**src/rtl/aud_pwm_seq.sv**
```systemverilog
// aud_pwm_seq: sample sequencer for the audio PWM datapath.
// Buffers duty samples in a FIFO and releases one every rate_div_i+1 cycles
// to the modulator, with start/stop control, priming, underrun and low-level flag.
// Ports:
//   pclk_i, presetn_i          clock, async active-low reset
//   start_i, stop_i            playback control pulses (stop has priority)
//   rate_div_i                 sample period minus 1, in pclk cycles
//   wr_valid_i, wr_data_i      sample push; wr_ready_o = FIFO not full
//   underrun_clr_i             clears sticky underrun_o
//   pwm_duty_o, pwm_load_o     duty value and its one-cycle update strobe
//   pwm_en_o, busy_o           modulator enable (PLAY), sequencer not idle
//   level_o, underrun_o        FIFO occupancy, sticky underrun flag
//   irq_low_o                  level_o <= LOW_WM while playing
module aud_pwm_seq #(
   parameter int unsigned SAMPLE_W  = 8,
   parameter int unsigned DEPTH     = 16,
   parameter int unsigned PRIME_LVL = 4,
   parameter int unsigned LOW_WM    = 4
) (
   input  logic                      pclk_i,
   input  logic                      presetn_i,
   input  logic                      start_i,
   input  logic                      stop_i,
   input  logic [15:0]               rate_div_i,
   input  logic                      wr_valid_i,
   input  logic [SAMPLE_W-1:0]       wr_data_i,
   output logic                      wr_ready_o,
   input  logic                      underrun_clr_i,
   output logic [SAMPLE_W-1:0]       pwm_duty_o,
   output logic                      pwm_load_o,
   output logic                      pwm_en_o,
   output logic                      busy_o,
   output logic [$clog2(DEPTH):0]    level_o,
   output logic                      underrun_o,
   output logic                      irq_low_o
);

   localparam int unsigned PTR_W = $clog2(DEPTH);
   localparam int unsigned LVL_W = PTR_W + 1;
   localparam logic [SAMPLE_W-1:0] MID = {1'b1, {(SAMPLE_W-1){1'b0}}};

   typedef enum logic [1:0] {IDLE, PRIME, PLAY} state_t;

   state_t               state_q, state_nxt;
   logic [PTR_W-1:0]     rd_ptr_q, rd_ptr_nxt;
   logic [PTR_W-1:0]     wr_ptr_q, wr_ptr_nxt;
   logic [LVL_W-1:0]     level_nxt;
   logic [15:0]          cnt_q, cnt_nxt;
   logic [SAMPLE_W-1:0]  duty_nxt;
   logic                 load_nxt;
   logic                 underrun_nxt;
   logic                 ready_nxt;
   logic                 en_nxt;
   logic                 busy_nxt;
   logic                 irq_nxt;
   logic                 push;
   logic                 pop;
   logic [SAMPLE_W-1:0]  mem [DEPTH];

   // Sample storage; written only by accepted pushes
   always_ff @(posedge pclk_i) begin
      if (push) begin
         mem[wr_ptr_q] <= wr_data_i;
      end
   end

   // Sequencer state, FIFO bookkeeping and registered outputs
   always_ff @(posedge pclk_i or negedge presetn_i) begin
      if (!presetn_i) begin
         state_q    <= IDLE;
         rd_ptr_q   <= '0;
         wr_ptr_q   <= '0;
         level_o    <= '0;
         cnt_q      <= '0;
         pwm_duty_o <= MID;
         pwm_load_o <= 1'b0;
         underrun_o <= 1'b0;
         wr_ready_o <= 1'b1;
         pwm_en_o   <= 1'b0;
         busy_o     <= 1'b0;
         irq_low_o  <= 1'b0;
      end else begin
         state_q    <= state_nxt;
         rd_ptr_q   <= rd_ptr_nxt;
         wr_ptr_q   <= wr_ptr_nxt;
         level_o    <= level_nxt;
         cnt_q      <= cnt_nxt;
         pwm_duty_o <= duty_nxt;
         pwm_load_o <= load_nxt;
         underrun_o <= underrun_nxt;
         wr_ready_o <= ready_nxt;
         pwm_en_o   <= en_nxt;
         busy_o     <= busy_nxt;
         irq_low_o  <= irq_nxt;
      end
   end

   // Next-state, FIFO and output decode
   always_comb begin
      state_nxt    = state_q;
      rd_ptr_nxt   = rd_ptr_q;
      wr_ptr_nxt   = wr_ptr_q;
      level_nxt    = level_o;
      cnt_nxt      = cnt_q;
      duty_nxt     = pwm_duty_o;
      load_nxt     = 1'b0;
      underrun_nxt = underrun_o & ~underrun_clr_i;
      push         = wr_valid_i & wr_ready_o;
      pop          = 1'b0;

      if (stop_i) begin
         // Flush overrides any same-cycle push, pop or start
         state_nxt  = IDLE;
         rd_ptr_nxt = '0;
         wr_ptr_nxt = '0;
         level_nxt  = '0;
         cnt_nxt    = '0;
         duty_nxt   = MID;
         push       = 1'b0;
      end else begin
         case (state_q)
            IDLE: begin
               if (start_i) begin
                  state_nxt = PRIME;
               end
            end
            PRIME: begin
               if (level_o >= LVL_W'(PRIME_LVL)) begin
                  state_nxt = PLAY;
                  pop       = 1'b1;
                  load_nxt  = 1'b1;
                  cnt_nxt   = rate_div_i;
               end
            end
            PLAY: begin
               if (cnt_q != '0) begin
                  cnt_nxt = cnt_q - 16'd1;
               end else begin
                  cnt_nxt  = rate_div_i;
                  load_nxt = 1'b1;
                  // Emptiness is judged before this cycle's push: no bypass
                  if (level_o != '0) begin
                     pop = 1'b1;
                  end else begin
                     duty_nxt     = MID;
                     underrun_nxt = 1'b1;
                  end
               end
            end
            default: state_nxt = IDLE;
         endcase

         if (pop) begin
            duty_nxt   = mem[rd_ptr_q];
            rd_ptr_nxt = rd_ptr_q + PTR_W'(1);
         end
         if (push) begin
            wr_ptr_nxt = wr_ptr_q + PTR_W'(1);
         end
         level_nxt = level_o + LVL_W'(push) - LVL_W'(pop);
      end

      ready_nxt = (level_nxt != LVL_W'(DEPTH));
      en_nxt    = (state_nxt == PLAY);
      busy_nxt  = (state_nxt != IDLE);
      irq_nxt   = en_nxt & (level_nxt <= LVL_W'(LOW_WM));
   end

endmodule

```
**config.mk**
```make
export PLATFORM = sky130hd
export DESIGN_NAME = aud_pwm_seq
export DESIGN_NICKNAME = d
export VERILOG_FILES = /design/src/rtl/aud_pwm_seq.sv
export SDC_FILE = /design/constraint.sdc
export NUM_CORES = 1
export LEC_CHECK = 0
export CORE_AREA = 2 2 158 114
export CTS_CLUSTER_DIAMETER = 50
export DETAILED_ROUTE_END_ITERATION = 10
export DIE_AREA = 0 0 160 116
export SLEW_MARGIN = 20
export SYNTH_ARGS = -nofsm -noshare
export SYNTH_HDL_FRONTEND = slang
export SYNTH_SLANG_ARGS = --single-unit
```
**constraint.sdc**
```tcl
create_clock -name pclk_i -period 8.31 [get_ports pclk_i]
set_input_delay 1.662 -clock pclk_i [delete_from_list [all_inputs] [get_ports pclk_i]]
set_output_delay 1.662 -clock pclk_i [all_outputs]
set_load 0.01 [all_outputs]
```
==> impl_metrics.ini <==
[run_status]
outcome = finished clean

[power_and_ir_drop]
p_int_mw = 1.62
ir_drop_v = 0.000124
power_frac_clock_pct = 30.8
power_switching_mw = 0.774
switching_share_pct = 32.3
p_per_area_mw_per_mm2 = 272
p_leak_nw = 3.08
combPwrFrac_pct = 25.7
power.total_mw = 2.39
power.share.sequential_pct = 43.5

[die]
dieHeight_um = 116
core_area_mm2 = 0.0169
die_w_um = 160
start_util_pct = 44.7
pin_count = 49
core.rowCount = 40
die_area_mm2 = 0.0186

[clock_network]
cts_inserted_buffers = 17
clock_latency_ns = 0.42
clock-sinks = 173
cts-hold-fix-buffers = 0
h-tree-depth = 4
post_cts_resize_count = 0
post-cts-setup-buffers = 0
clk_pin_slew_ns = 0.07
cts_tree = yes
clockBufferDepth = 2
cts_root_buf = clkbuf_16

[timing]
fin_setup_tns_ns = 0
maxSlewHeadroom_pct = 30.8
worst_pin_slew_ns = 1.04
min_period_ns = 4.40
finalMaxSlewViolations = 0
rsz0062_at_grt = false
layout_setup_ws_ns = 3.91
hold_slack_ns = 0.507
skew_ns = 0.00965
fin_crit_sh_pct = 52.9
finalHoldViolCount = 0
fmax_ghz = 0.227
setup_viol = 0

[global_routing]
grt_pass1_wl_mm = 25.4
grt_pass1_vias = 4294
antenna_found_initial = 0
grt_max_degree = 46
grt_overflow = 0
grt.total_usage_pct = 18.7

[setup_path]
start_kind = flip-flop
r2r_start = cnt_q[0]$_DFFE_PN0P_
rrSetupSlack_ns = 3.91
slowest_stage = or4b_2
crit_fanout = 11
crit_required_ns = 8.65
cp_cell_sequence = inv_1, ha_1, or4b_4, nor4_4, a31oi_1, nor2_1, xnor2_1, ha_1, inv_1, fa_1, nand2b_1, a21oi_1, o21ai_0, a21oi_1, or4b_2
crit_arrival_ns = 4.73
reg2reg_to = wr_ready_o$_DFF_PN1_
critical_path.startpoint = cnt_q[0]$_DFFE_PN0P_
path_class = reg2reg
crit_end = wr_ready_o$_DFF_PN1_
critPathMaxStageDelay_ns = 0.63
critPathCaptureType = flip-flop
r2r_cells = 15

[logic_synthesis]
syn_area_per_cell_um2 = 14.8
synth_seq_area_share_pct = 65.7
syn_area_mm2 = 0.00756
synthCells = 510
async_flop_share_pct = 26.0
synthFlopType = edfxtp_1
yosys_warnings = 0
synth_edf_count = 128
synth.distinct_cells = 53
ys_ff_latch = 173
syn_nets = 557

[cells_and_area]
fin_nets = 604
syn_to_final_growth_pct = 16.3
fillCellCount = 1446
antenna_cells = 0
drive_gt1_share_pct = 13.9
fin_util_pct = 52.0

[min_path]
min_path_type = reg2reg

[placement]
port_buffers = 48
routabilityCongestion = 0.824
dp_hpwl_mm = 11.0
pre_cts_slack_ns = 3.85

[flow_run]
max_cap_viol_count = 0

[drt]
drt_iter0_drc = 557
num_vias = 4531
via_per_inst = 5.66
detail_route.first_pass.iterations = 5
ant_nets = 0
drc_errors = 0
wl_mm = 16.7
wl_per_cell_um = 20.8
==> synthesized netlist by cell type (9+ instances only) <==
library cell	number	area share, %
clkbuf_1	12	0.60
nor3_1	12	0.79
a21oi_1	31	2.1
mux2i_1	18	2.4
nand2_1	16	0.79
edfxtp_1	128	51
dfrtp_1	43	14
nor2_1	42	2.1
nand3_1	11	0.73
mux4_2	32	9.5
ha_1	16	2.6
o22ai_1	9	0.74
o21ai_0	13	0.86
inv_1	27	1.3
==> worst min path at each step <==
stage,depth (start not counted),from,slack [ns],to
after global placement,1,pwm_duty_o[3]$_DFFE_PN0P_,0.49,pwm_duty_o[3]$_DFFE_PN0P_
after CTS,1,pwm_duty_o[4]$_DFFE_PN0P_,0.51,pwm_duty_o[4]$_DFFE_PN0P_
final,1,pwm_duty_o[2]$_DFFE_PN0P_,0.51,pwm_duty_o[2]$_DFFE_PN0P_
after detailed placement,1,pwm_duty_o[4]$_DFFE_PN0P_,0.50,pwm_duty_o[4]$_DFFE_PN0P_
after floorplan,2,cnt_q[9]$_DFFE_PN0P_,0.50,cnt_q[9]$_DFFE_PN0P_
after global routing,1,pwm_duty_o[5]$_DFFE_PN0P_,0.53,pwm_duty_o[5]$_DFFE_PN0P_
==> metal layers <==
layer / up-vias / wire (µm) / track usage, %
met4: 0 / 157 / 4.68
li1: 2057 / - / -
met5: - / 0 / 0
met1: 2332 / 8130 / 29.1
met2: 129 / 7260 / 27.0
met3: 13 / 1100 / 3.69
==> stage by stage <==
stage | cells | area (µm²)
after detailed placement | 769 | 8260
after floorplan | 510 | 7560
after global placement | 769 | 8260
after global routing | 801 | 8800
after CTS | 801 | 8800
final | 801 | 8800
==> power groups by stage <==
stage                     sequential (mW)  clock (mW)  combinational, mW
after detailed placement             1.06           0              0.603
after global routing                 1.05       0.781              0.673
final                                1.04       0.738              0.614
after floorplan                      1.05           0              0.419
after global placement               1.06           0              0.591
after CTS                            1.04       0.748              0.608
==> critical path: cells and delay by family, from the launching register on <==
kind | cells | cell delay, ns
AO/OA/AOI/OAI | 4 | 0.88
XOR/XNOR | 1 | 0.15
adder cells (fa/ha/maj) | 3 | 0.80
buffers and inverters | 2 | 0.14
flip-flops | 1 | 0.41
AND/OR/NAND/NOR | 5 | 1.90
==> cell type report <==
type                            count  area, µm²  area share, %
Sequential cell                   173       4970           56.5
Multi-Input combinational cell    287       2400           27.2
Timing Repair Buffer               51        500           5.69
Clock buffer                       18        429           4.88
Tap cell                          231        289           3.28
Clock inverter                     14        110           1.25
Inverter                           27        101           1.15
==> registers in the layout (all words and copies together), names as in the netlist, 2 cells and up <==
signal / cells
cnt_q: 16
level_o: 5
mem: 128
pwm_duty_o: 8
rd_ptr_q: 4
state_q: 2
wr_ptr_q: 4
==> cell families (layout without fill, tap and decap cells) <==
kind of cell	Yosys count	in the layout	share of synthesized area, %
fa+ha+maj	17	17	2.91
compound gates	88	88	7.39
buf+inv	50	110	2.60
xor+xnor	6	6	0.695
flops	173	173	65.7
mux	51	51	12.1
simple gates	125	125	8.62
==> layout by cell type (no fill, tap or decap), types with 3 or more instances in the layout <==
cell type        Yosys  final
a211oi_1             7      7
a21oi_1             31     31
a22o_1               7      7
buf_4                0      4
clkbuf_16            0     17
clkdlybuf4s50_1      0     47
clkinvlp_4           0      4
dfrtp_1             43     42
edfxtp_1           128    128
ha_1                16     16
inv_1               27     27
inv_6                0      5
mux2i_1             18     18
mux4_2              32     32
nand2_1             16     16
nand2b_1             5      5
nand3_1             11     11
nand4_1              3      3
nor2_1              42     42
nor2b_1              8      8
nor3_1              12     12
o21ai_0             13     12
o22ai_1              9      9
o311ai_0             4      4
o31ai_1              4      4
or3_1                8      8
or4_1                4      4
xnor2_1              3      3
xor2_1               3      3
Note: power is estimated with default switching activity, not from simulation.
